## src/rtl/clk_div_ctrl.sv

```systemverilog
// Run/stop and ratio controller for the SDR divided clock. clk_out and clk_en are registered on clk_in.
// Optional macro CLK_DIV_SYNC_EN adds sync_in, which forces a period restart in RUN/PEND.
module clk_div_ctrl #(
  parameter int DIV_W       = 16,
  parameter int DEFAULT_DIV = 8
) (
  input  logic             clk_in,
  input  logic             rst,
  input  logic             en,
  input  logic [DIV_W-1:0] cfg_div,
  input  logic             cfg_valid,
`ifdef CLK_DIV_SYNC_EN
  input  logic             sync_in,
`endif
  output logic             cfg_ready,
  output logic             clk_out,
  output logic             clk_en,
  output logic             busy,
  output logic             cfg_err
);

  typedef enum logic [1:0] {IDLE, RUN, PEND, STOP} state_t;

  state_t           state_q, state_d;
  logic [DIV_W-1:0] cnt_q, cnt_d;
  logic [DIV_W-1:0] cur_div_q, cur_div_d;
  logic [DIV_W-1:0] pend_div_q, pend_div_d;
  logic             pend_vld_q, pend_vld_d;
  logic             clk_out_q, clk_out_d;
  logic             clk_en_q, clk_en_d;
  logic             cfg_err_q, cfg_err_d;

  logic             take, sync_hit, end_ev, new_pend;
  logic [DIV_W-1:0] pend_src, half;

  always_ff @(posedge clk_in or posedge rst) begin
    if (rst) begin
      state_q    <= IDLE;
      cnt_q      <= '0;
      cur_div_q  <= DIV_W'(DEFAULT_DIV);
      pend_div_q <= '0;
      pend_vld_q <= 1'b0;
      clk_out_q  <= 1'b0;
      clk_en_q   <= 1'b0;
      cfg_err_q  <= 1'b0;
    end else begin
      state_q    <= state_d;
      cnt_q      <= cnt_d;
      cur_div_q  <= cur_div_d;
      pend_div_q <= pend_div_d;
      pend_vld_q <= pend_vld_d;
      clk_out_q  <= clk_out_d;
      clk_en_q   <= clk_en_d;
      cfg_err_q  <= cfg_err_d;
    end
  end

  always_comb begin
    state_d    = state_q;
    cnt_d      = cnt_q;
    cur_div_d  = cur_div_q;
    pend_div_d = pend_div_q;
    pend_vld_d = pend_vld_q;

    take      = cfg_valid & cfg_ready & (cfg_div >= DIV_W'(2));
    cfg_err_d = cfg_valid & cfg_ready & (cfg_div <  DIV_W'(2));
`ifdef CLK_DIV_SYNC_EN
    sync_hit  = sync_in & ((state_q == RUN) | (state_q == PEND));
`else
    sync_hit  = 1'b0;
`endif
    end_ev    = (cnt_q == cur_div_q - DIV_W'(1)) | sync_hit;
    new_pend  = pend_vld_q | take;
    pend_src  = pend_vld_q ? pend_div_q : cfg_div;

    if (state_q == IDLE) begin
      if (take) cur_div_d = cfg_div;
      if (en) begin
        state_d = RUN;
        cnt_d   = '0;
      end
    end else if (end_ev) begin
      // Period boundary: the only point where a new ratio may take effect.
      cnt_d      = '0;
      pend_vld_d = 1'b0;
      if (new_pend) cur_div_d = pend_src;
      if (en)                   state_d = RUN;
      else if (state_q == PEND) state_d = STOP;
      else                      state_d = IDLE;
    end else begin
      cnt_d      = cnt_q + DIV_W'(1);
      pend_vld_d = new_pend;
      if (new_pend) pend_div_d = pend_src;
      if (en)                   state_d = new_pend ? PEND : RUN;
      else if (state_q == PEND) state_d = PEND;
      else                      state_d = STOP;
    end

    // Outputs track the upcoming counter value so they line up with cnt_q.
    half      = {1'b0, cur_div_d[DIV_W-1:1]} + {{(DIV_W-1){1'b0}}, cur_div_d[0]};
    clk_out_d = (state_d != IDLE) && (cnt_d < half);
    clk_en_d  = (state_d != IDLE) && (cnt_d == '0);
  end

  always_comb begin
    cfg_ready = (state_q == IDLE) || (state_q == RUN);
    busy      = (state_q != IDLE);
    clk_out   = clk_out_q;
    clk_en    = clk_en_q;
    cfg_err   = cfg_err_q;
  end

endmodule

```

## config.mk

```make
export PLATFORM = sky130hd
export DESIGN_NAME = clk_div_ctrl
export DESIGN_NICKNAME = d
export VERILOG_FILES = /design/src/rtl/clk_div_ctrl.sv
export SDC_FILE = /design/constraint.sdc
export NUM_CORES = 1
export LEC_CHECK = 0
export ABC_AREA = 1
export CAP_MARGIN = 20
export CELL_PAD_IN_SITES_DETAIL_PLACEMENT = 1
export CELL_PAD_IN_SITES_GLOBAL_PLACEMENT = 1
export CORE_ASPECT_RATIO = 1.2
export CORE_MARGIN = 2
export CORE_UTILIZATION = 40
export DETAILED_ROUTE_END_ITERATION = 8
export GPL_TIMING_DRIVEN = 1
export PLACE_DENSITY = 0.9
export RECOVER_POWER = 100
export SLEW_MARGIN = 20
export SYNTH_ARGS = -nofsm -noshare
export SYNTH_HDL_FRONTEND = slang
export SYNTH_SLANG_ARGS = --single-unit
```

## constraint.sdc

```tcl
create_clock -name clk_in -period 3.7 [get_ports clk_in]
set_input_delay 0.74 -clock clk_in [delete_from_list [all_inputs] [get_ports clk_in]]
set_output_delay 0.74 -clock clk_in [all_outputs]
set_load 0.005 [all_outputs]
```

Word level (Yosys, flattened, before mapping)
Cells that the tools add are included.
{"block": "totals", "register_bits": 54, "latch_bits": 0, "ram_bits": 0, "rom_bits": 0, "out_inout_bits": 5, "wordCells": 48, "mem_count": 0}
{"block": "classes", "n_addsub": 3, "multipliers": 0, "n_div": 0, "magnitude_cmp": 3, "eq_ne": 3, "shifts": 0, "muxes": 17, "bitwise": 6, "n_reduce_logical": 8}
{"operator": "$mux 16", "n": 8}
{"operator": "$add 15x1->16", "n": 1}
{"operator": "$add 16x1->16 const B", "n": 1}
{"operator": "$eq 16x16->1", "n": 1}
{"operator": "$ge 16x2->1 const B", "n": 1}
{"operator": "$logic_not 16->1", "n": 1}
{"operator": "$lt 16x16->1", "n": 1}
{"operator": "$lt 16x2->1 const B", "n": 1}
{"operator": "$sub 16x1->16 const B", "n": 1}
{"operator": "$mux 2", "n": 7}
{"operator": "$reduce_bool 2->1", "n": 2}
{"operator": "$and 1x1->1", "n": 3}
{"operator": "$reduce_and 3->1", "n": 1}
{"operator": "$eq 2x1->1 const B", "n": 1}
{"operator": "$eq 2x2->1 const B", "n": 1}
{"operator": "$logic_and 1x1->1", "n": 2}
{"operator": "$logic_not 2->1", "n": 1}
{"operator": "$mux 1", "n": 2}
{"operator": "$not 1->1", "n": 2}
{"operator": "$logic_or 1x1->1", "n": 1}
{"operator": "$or 1x1->1", "n": 1}

Logic depth before layout (Yosys ltp)
Gate-level depths: netlist of run 1.
{"block": "depth", "ltp_word": 11, "mapped_depth": 30, "depth_no_buf": 30}

Worst setup path before layout of run 1
Ideal clock, no wire load.
{"block": "synth_path", "path_kind": "flip-flop to flip-flop", "start": "register cur_div_q[0]", "end": "register clk_out_q, in the netlist clk_out", "setup_time_ns": 0.078, "arrival_ns": 3.566, "required_time_ns": 3.622, "path_slack_ns": 0.057, "stages_incl_launch_ff": 28, "path_cell_list": "dfrtp_1 inv_2 ha_1 nand2_1 nor2_1 nand2_1 nand2_1 nand3_1 nand3_1 nor2_8 nand3_4 clkinv_2 o21ai_0 a21oi_1 a31oi_1 ha_1 ha_1 nand2_2 nor2_4 nand3_1 nand2_1 nand2_1 ha_1 a21oi_1 nor2_1 a211oi_1 o221ai_1 a21oi_1"}
{"block": "synth_via", "elab_chain_len": 7}
{"item": "start: declaration", "line_no": "26", "source": "logic [DIV_W-1:0] cur_div_q, cur_div_d;"}
{"item": "start signal: assignment", "line_no": "40", "source": "cur_div_q <= DIV_W'(DEFAULT_DIV);"}
{"item": "start signal: assignment", "line_no": "49", "source": "cur_div_q <= cur_div_d;"}
{"item": "$sub 16x1->16", "line_no": "72", "source": "end_ev = (cnt_q == cur_div_q - DIV_W'(1)) | sync_hit;"}
{"item": "$eq 16x16->1", "line_no": "72"}
{"item": "$mux 16", "line_no": "82", "source": "end else if (end_ev) begin"}
{"item": "$mux 16 (*)", "line_no": "76", "source": "if (state_q == IDLE) begin"}
{"item": "named net cur_div_d[0]", "line_no": "26"}
{"item": "$add 15x1->16 (*)", "line_no": "100", "source": "half = {1'b0, cur_div_d[DIV_W-1:1]} + {{(DIV_W-1){1'b0}}, cur_div_d[0]};"}
{"item": "$lt 16x16->1 (*)", "line_no": "101", "source": "clk_out_d = (state_d != IDLE) && (cnt_d < half);"}
{"item": "$logic_and 1x1->1 (*)", "line_no": "101"}
{"item": "named net clk_out_d", "line_no": "29", "source": "logic clk_out_q, clk_out_d;"}
{"item": "end signal: assignment", "line_no": "52", "source": "clk_out_q <= clk_out_d;"}
{"item": "end: declaration", "line_no": "29"}
The timed path passes the listed nets; every way through them passes the cells marked *.
A chain may end at the register's enable or synchronous reset.

Worst setup path after layout of run 1
{"block": "layout_path", "start": "register cur_div_q[1]", "end": "register clk_out_q, in the netlist clk_out"}
{"block": "layout_via", "elab_chain_len": 7}
{"item": "$sub 16x1->16", "line_no": "72"}
{"item": "$eq 16x16->1", "line_no": "72"}
{"item": "$mux 16", "line_no": "82"}
{"item": "$mux 16", "line_no": "76"}
{"item": "named net cur_div_d[4]", "line_no": "26"}
{"item": "$add 15x1->16", "line_no": "100"}
{"item": "$lt 16x16->1", "line_no": "101"}
{"item": "$logic_and 1x1->1", "line_no": "101"}
{"item": "named net clk_out_d", "line_no": "29"}
The timed path passes the listed nets, and every way through them passes these cells.

==> results of run 1 <==
## what timing repair did
item,in CTS,in global routing
gates cloned,0,0
buffers inserted,3,18
pin swaps,10,51
resized for setup,45,80
setup endpoints to repair,1,1
hold endpoints to repair,0,0
## per-stage QoR
stage,setup TNS (ps),hold WS (ps)
after floorplan,0,442
after global placement,-529,453
after detailed placement,-947,463
after CTS,-324,486
after global routing,-1070,511
final,-1090,492
## area by class of cell
class	count	area (um2)
Clock buffer	6	129
Clock inverter	2	13.8
Fill cell	1452	5010
Inverter	85	325
Multi-Input combinational cell	556	3390
Sequential cell	54	1360
Tap cell	157	196
Timing Repair Buffer	138	1150
## sequential cells by signal (all words and copies together), names as in the netlist
signal / flops
clk_out: 1
pend_div_q: 16
pend_vld_q: 1
cfg_err: 1
clk_en: 1
cnt_q: 16
cur_div_q: 16
state_q: 2
## metal layers
metal  wire [um]  part of all wire  up-vias  GRT usage
li1            -                 -     2555          -
met4        3080              0.11        0      0.269
met3        2570             0.093      273     0.0554
met5           0                 0        -          0
met2       13100              0.47      591      0.632
met1        8800              0.32     3062      0.323
## tightest hold or removal path: cells and delay by family, from the launching register on
kind	cells	cell delay (ps)
flip-flops	1	350
AND/OR/NAND/NOR	2	110
## cells by family (layout without fill, tap and decap cells)
logic type | Yosys count | after routing | synth area share
buffers and inverters | 103 | 231 | 0.0857
and+or+nand+nor | 405 | 405 | 0.400
muxes | 8 | 8 | 0.0168
DFF | 54 | 54 | 0.284
xor gates and xnor gates | 26 | 26 | 0.0479
AOI/OAI and AO/OA | 98 | 98 | 0.115
adders and majority gates | 19 | 19 | 0.0500
## worst min path at each step
stage | slack [ps] | end | depth (start not counted) | from
finish | 490 | pend_div_q[14] | 2 | pend_div_q[14]
global placement | 450 | pend_div_q[15] | 2 | pend_div_q[15]
CTS | 490 | pend_div_q[9] | 2 | pend_div_q[9]
floorplan | 440 | pend_div_q[13] | 2 | pend_div_q[13]
detailed placement | 460 | pend_div_q[15] | 2 | pend_div_q[15]
global route | 510 | pend_div_q[13] | 2 | pend_div_q[13]
## power groups by stage
stage          Clock [mW]  Combinational (mW)  Sequential (mW)
2_1_floorplan           0                2.31             1.03
3_3_place_gp            0                3.38             1.10
3_5_place_dp            0                3.71             1.13
4_1_cts             0.484                3.97             1.14
5_1_grt             0.506                5.20             1.22
6_report            0.497                5.01             1.22
## cells in the final DEF (no fill, tap or decap), types with 6 or more instances in the layout
master / netlist / final
nand3_1: 43 / 38
o21ai_1: 8 / 11
inv_2: 8 / 16
nand2_2: 18 / 34
nand2_1: 205 / 183
ha_1: 19 / 14
nor2_2: 11 / 14
inv_1: 74 / 65
a21oi_1: 22 / 19
nand4_1: 16 / 16
nand2_4: 4 / 9
nand3_2: 6 / 10
buf_4: 1 / 106
mux2i_1: 8 / 8
xnor2_1: 6 / 6
o22ai_1: 9 / 9
clkdlybuf4s50_1: 0 / 13
nor2_4: 6 / 18
o21ai_0: 42 / 36
xor2_1: 20 / 19
dfrtp_1: 53 / 49
nor2_1: 83 / 68
dlymetal6s2s_1: 0 / 6
==> results by group, run 1 <==
Outcome
  • Status: complete, but fails checks
  • Failing checks: capacitance limit, slew limit, setup timing

Synth
  • Post-synth EDFFs: 0
  • Synth area leaders: dfrtp_1 (28%), nand2_1 (16%), nor2_1 (6.5%)
  • Most common cell in the netlist: nand2_1
  • Sequential fraction of the synthesis area: 0.284
  • Post-synth cell types: 43
  • Yosys top cell by area: dfrtp_1
  • Share of synthesized registers carrying an async set or reset: 1.00
  • Yosys warning count: 0
  • Cell count after synthesis: 713
  • Net count after synthesis: 752
  • Most frequent cells after synthesis: nand2_1 (205), nor2_1 (83), inv_1 (74)
  • Post-synthesis instance area: 0.00476 mm2
  • Flops & latches, synth: 54
  • Most common flop cell mapped by yosys: dfrtp_1
  • Synth Area per Inst: 6.67 um2
  • Synth top area share: 0.279

Clocking
  • Clock-pin transition on the worst setup and hold timing paths: 80 ps
  • CTS root buffer: clkbuf_16
  • TritonCTS clock tree: yes
  • CTS Buf Count: 5
  • Clk sink count: 54
  • Clk_lat worst skew: 320 ps
  • Hold buffer count at CTS: 0
  • CTS Buffer Depth: 2
  • H-Tree Level Count: 2

Power and ir drop
  • VDD IR max: 540 uV
  • Overall power: 6.72 mW
  • Sw Share: 0.574
  • Pwr/cell area: 1020 mW/mm2
  • Combinational cell fraction of total power: 0.745
  • Register share of total power: 0.181
  • Internal power: 2.86 mW
  • P_leak: 3.25 nW
  • Switching power: 3.86 mW
  • Clock power frac: 0.074

Floorplan
  • Core area: 0.0116 mm2
  • Starting Density: 0.411
  • FP Rows: 43
  • Die X-Extent: 104 um
  • Die ar.: 0.0128 mm2
  • I/O Pins: 25
  • Die Ht: 123 um

Setup path
  • Critical R2R Launch: cur_div_q[1]
  • CP endpoint kind: register
  • Worst path most repeated cell: nand2_1
  • Slowest-stage cell, CP: dfrtp_1
  • Crit path launch: cur_div_q[1]
  • CP Capture Point: clk_out
  • CP required: 3920 ps
  • WP data arrival: 4750 ps
  • Crit path max fanout: 4
  • Critical path class: register to register
  • Startpoint Class: register
  • Reg2Reg Depth: 27
  • Reg2reg setup slack: -830 ps
  • CP peak stage delay: 420 ps
  • Worst path top cell family by delay: simple AND/OR/NAND/NOR gates
  • Worst path depth: 27
  • RR Endpoint: clk_out
  • Crit path buf inv count: 3

Placement
  • Placed Area: 0.00581 mm2
  • Count of input and output buffers: 24
  • Pre-CTS setup slack: -947 ps
  • GP Congestion: 0.925
  • Post-detail-place hpwl: 14.9 mm
  • Placed Instances: 970

Timing
  • Max_slew headroom: -0.0467
  • Final WS setup: -835 ps
  • RSZ-0062 raised after global routing: yes
  • Slew Viols, Final: 55
  • Worst Clk Skew: 14.9 ps
  • Hold Vio Cnt, Final: 0
  • Crit path time final: 4530 ps
  • # setup viols final: 2
  • Tcrit/Tclk final: 1.23
  • Worst-margin pin slew: 1570 ps
  • Max Clock Freq: 221 MHz

Global route
  • Largest net degree at the start of global routing: 55
  • Total grt overflow: 0
  • Initial antenna violation count: 0
  • Vias in the first global route: 6397
  • Total GRT Usage: 0.334
  • Global-route wire length before repair: 32.9 mm

Drt
  • Vias/cell: 6.49
  • DRT antenna net count: 0
  • DRT Pass-1 Iters: 6
  • Drt first-iter violations: 600
  • Wirelength per Cell: 27.6 um
  • Via count: 6481
  • Residual DRC count: 0
  • Total wire length after detailed routing: 27.5 mm

Cells and area
  • Layout cells sized above 1: 0.308
  • Final Cell Area: 0.00656 mm2
  • Ant diodes: 0
  • Finished Layout Cells: 998
  • Post-layout util: 0.567
  • Area grow syn2layout: 37.9%
  • Final nets: 879

Run
  • Max_cap viols: 1

Min path
  • Min-Delay Path Class: register to register
No activity file was read; power rests on OpenSTA's default activity.
==> run 2: changes to the inputs <==
--- a/config.mk
+++ b/config.mk
@@ -6,7 +6,6 @@
 export NUM_CORES = 1
 export LEC_CHECK = 0
 export ABC_AREA = 1
-export CAP_MARGIN = 20
 export CELL_PAD_IN_SITES_DETAIL_PLACEMENT = 1
 export CELL_PAD_IN_SITES_GLOBAL_PLACEMENT = 1
 export CORE_ASPECT_RATIO = 1.2
==> results of run 2 <==
Final layout, timing and power as in run 1 (identical DEF).
==> run 3: changes to the inputs <==
--- a/config.mk
+++ b/config.mk
@@ -9,7 +9,6 @@
 export CELL_PAD_IN_SITES_DETAIL_PLACEMENT = 1
 export CELL_PAD_IN_SITES_GLOBAL_PLACEMENT = 1
 export CORE_ASPECT_RATIO = 1.2
-export CORE_MARGIN = 2
 export CORE_UTILIZATION = 40
 export DETAILED_ROUTE_END_ITERATION = 8
 export GPL_TIMING_DRIVEN = 1
==> run 3 against run 2 <==
  * The run still ends with capacitance limit, slew limit, setup timing left
  * Final area grew 5.4%
  * Largest cell class unchanged
  * Clock-buffer cell count down 1
  * Sequential power about the same
  * Setup slack worse by 650 ps
  * Largest power group unchanged
  * Critical endpoint unchanged
  * Core utilization grew 3.1 points
  * Hold slack improved by 18 ps
  * Clock skew up 1.0 ps
  * Routed wire length is 23% higher
  * Global-route usage increased by 15 points
  * Maximum frequency shrank 13%
  * Clock power rose by 19%
  * Via count rose by 10%
==> results by group, run 3 (synthesis results as in run 1) <==
Outcome
  • Status: complete, but fails checks
  • Failing checks: capacitance limit, slew limit, setup timing

Clocking
  • Clock-pin transition on the worst setup and hold timing paths: 90 ps (about the same)
  • H-Tree Level Count: 2 (unchanged)
  • CTS Buffer Depth: 2 (unchanged)
  • Clk sink count: 54 (unchanged)
  • TritonCTS clock tree: yes
  • CTS Buf Count: 5 (unchanged)
  • Clk_lat worst skew: 320 ps (about the same)
  • CTS root buffer: clkbuf_16

Drt
  • Wirelength per Cell: 32.9 um (+19%)
  • DRT Pass-1 Iters: 6 (unchanged)
  • DRT antenna net count: 0 (unchanged)
  • Residual DRC count: 0 (unchanged)
  • Drt first-iter violations: 1029 (+72%)
  • Total wire length after detailed routing: 34.0 mm (+23%)
  • Vias/cell: 6.92 (+6.6%)
  • Via count: 7145 (+10%)

Timing
  • Worst Clk Skew: 15.9 ps (+1.00 ps)
  • Hold Vio Cnt, Final: 0 (unchanged)
  • Hold WS: 510 ps (+18.2 ps)
  • RSZ-0062 raised after global routing: yes
  • Crit path time final: 5190 ps (+654 ps)
  • Tcrit/Tclk final: 1.40 (+0.177)
  • Max_slew headroom: -0.102 (-0.0554)
  • Slew Viols, Final: 55 (unchanged)
  • Final WS setup: -1490 ps (-654 ps)
  • Max Clock Freq: 193 MHz (-13%)
  • # setup viols final: 2 (unchanged)
  • Worst-margin pin slew: 1650 ps (+83.1 ps)

Floorplan
  • Core area: 0.0116 mm2 (unchanged)
  • Die X-Extent: 102 um (-1.9%)
  • I/O Pins: 25 (unchanged)
  • FP Rows: 43 (unchanged)
  • Starting Density: 0.411 (unchanged)
  • Die ar.: 0.0123 mm2 (-3.5%)
  • Die Ht: 121 um (-1.6%)

Cells and area
  • Biggest regs: cnt_q: 16 flops, cur_div_q: 16 flops, pend_div_q: 16 flops
  • Fill count: 1426 (-1.8%)
  • Post-layout util: 0.598 (+0.0307)
  • Area grow syn2layout: 45.4%
  • Commonest non-fill, non-tap cell in the layout: nand2_1
  • Ant diodes: 0 (unchanged)
  • Most frequent cells in the layout: nand2_1 (184), buf_4 (137), inv_1 (69)
  • Final nets: 913 (+3.9%)
  • Finished Layout Cells: 1032 (+3.4%)
  • Layout cells sized above 1: 0.358 (+0.0497)
  • Final Cell Area: 0.00692 mm2 (+5.4%)

Placement
  • Pre-CTS setup slack: -1000 ps (-53.4 ps)
  • GP Congestion: 0.917 (-0.81%)
  • Placed Instances: 974 (+0.41%)
  • Count of input and output buffers: 24 (unchanged)
  • Post-detail-place hpwl: 15.2 mm (+1.8%)
  • Placed Area: 0.00584 mm2 (+0.52%)

Global route
  • Global-route wire length before repair: 42.6 mm (+29%)
  • Total grt overflow: 0 (unchanged)
  • Initial antenna violation count: 0 (unchanged)
  • Largest net degree at the start of global routing: 55 (unchanged)
  • Total GRT Usage: 0.479 (+0.145)
  • Vias in the first global route: 7249 (+13%)

Run
  • Max_cap viols: 1 (unchanged)

Setup path
  • Critical path class: primary input to register
  • Critical R2R Launch: cur_div_q[1]
  • CP required: 3940 ps (+20 ps)
  • WP data arrival: 5430 ps (+680 ps)
  • Startpoint Class: primary input
  • Crit path max fanout: 10 (+6)
  • CP endpoint kind: register
  • Crit path launch: cfg_valid

Power and ir drop
  • VDD IR max: 649 uV (+20%)
  • P_leak: 3.43 nW (+5.4%)
  • Pwr/cell area: 1110 mW/mm2 (+8.6%)

Min path
  • Min-delay src: pend_div_q[13]
  • Min-Delay Path Class: register to register
[run 3: cell types whose count changed in the layout (fill, tap and decap cells not counted), moves of 3 or more]
cell,change
buf_6,+3
clkdlybuf4s50_1,-9
ha_1,-4
ha_4,+3
clkbuf_2,+6
clkdlybuf4s15_1,+3
inv_1,+4
nor2_2,+7
buf_4,+31
nor2_1,-8
inv_2,-3
[run 3: area by class of cell]
class	instances	area, um2	area share
clock inverters	3	40.0	0.00579
multi-input cells	556	3500	0.505
well taps	157	196	0.0284
flip-flops and latches	54	1360	0.196
clock buffers	5	125	0.0181
inverters	85	325	0.0470
repair buffers	172	1380	0.199
[run 3: where the power goes]
group	switching [mW]	total, mW	internal (mW)
Sequential	0.383	1.23	0.852
Combinational	3.88	5.87	1.99
Clock	0.272	0.591	0.319
[run 3: worst paths after layout]
path / endpoint / slack (ps) / cells after the start
setup / recovery: clk_out / -1490 / 19
min in group asynchronous: cnt_q[1] / 1530 / 3
max in group asynchronous: cur_div_q[6] / 1060 / 3
hold / removal: pend_div_q[13] / 510 / 2
hold reg to reg: pend_div_q[13] / 510 / 2
setup reg to reg: clk_out / -1350 / 27
[run 3: through the flow]
| step | total power, mW | setup TNS [ps] |
|---|---|---|
| detailed placement | 4.87 | -1000 |
| finish | 7.70 | -1630 |
| global placement | 4.49 | -524 |
| global route | 7.82 | -2060 |
| CTS | 5.92 | -478 |
| floorplan | 3.34 | 0 |
[run 3: worst max-delay path, cell delays in order]
cell and delay, ps:
clkdlybuf4s50_1 470, inv_1 90, nor2_1 310, nand2_2 130, buf_4 200, nor2_1 550
o21ai_1 290, a21boi_1 250, nor2_2 220, buf_4 160, nand2_4 60, o21bai_1 230
nand2_1 100, ha_1 220, a21oi_1 510, nor2_2 110, a211oi_2 350, o221ai_4 210
a21oi_2 210
[run 3: per-layer routing]
| layer | track usage | vias to the layer above | share of wire |
|---|---|---|---|
| li1 | - | 2611 | - |
| met1 | 0.489 | 3247 | 0.30 |
| met5 | 0 | - | 0.0013 |
| met3 | 0.129 | 436 | 0.13 |
| met2 | 0.765 | 849 | 0.43 |
| met4 | 0.484 | 2 | 0.13 |
[run 3: timing repair]
action	CTS	global route
gates resized for setup	78	89
pin swaps	35	51
setup endpoints to repair	1	3
buffers inserted	34	21
hold buffers	0	0
endpoints found under the hold margin	0	0
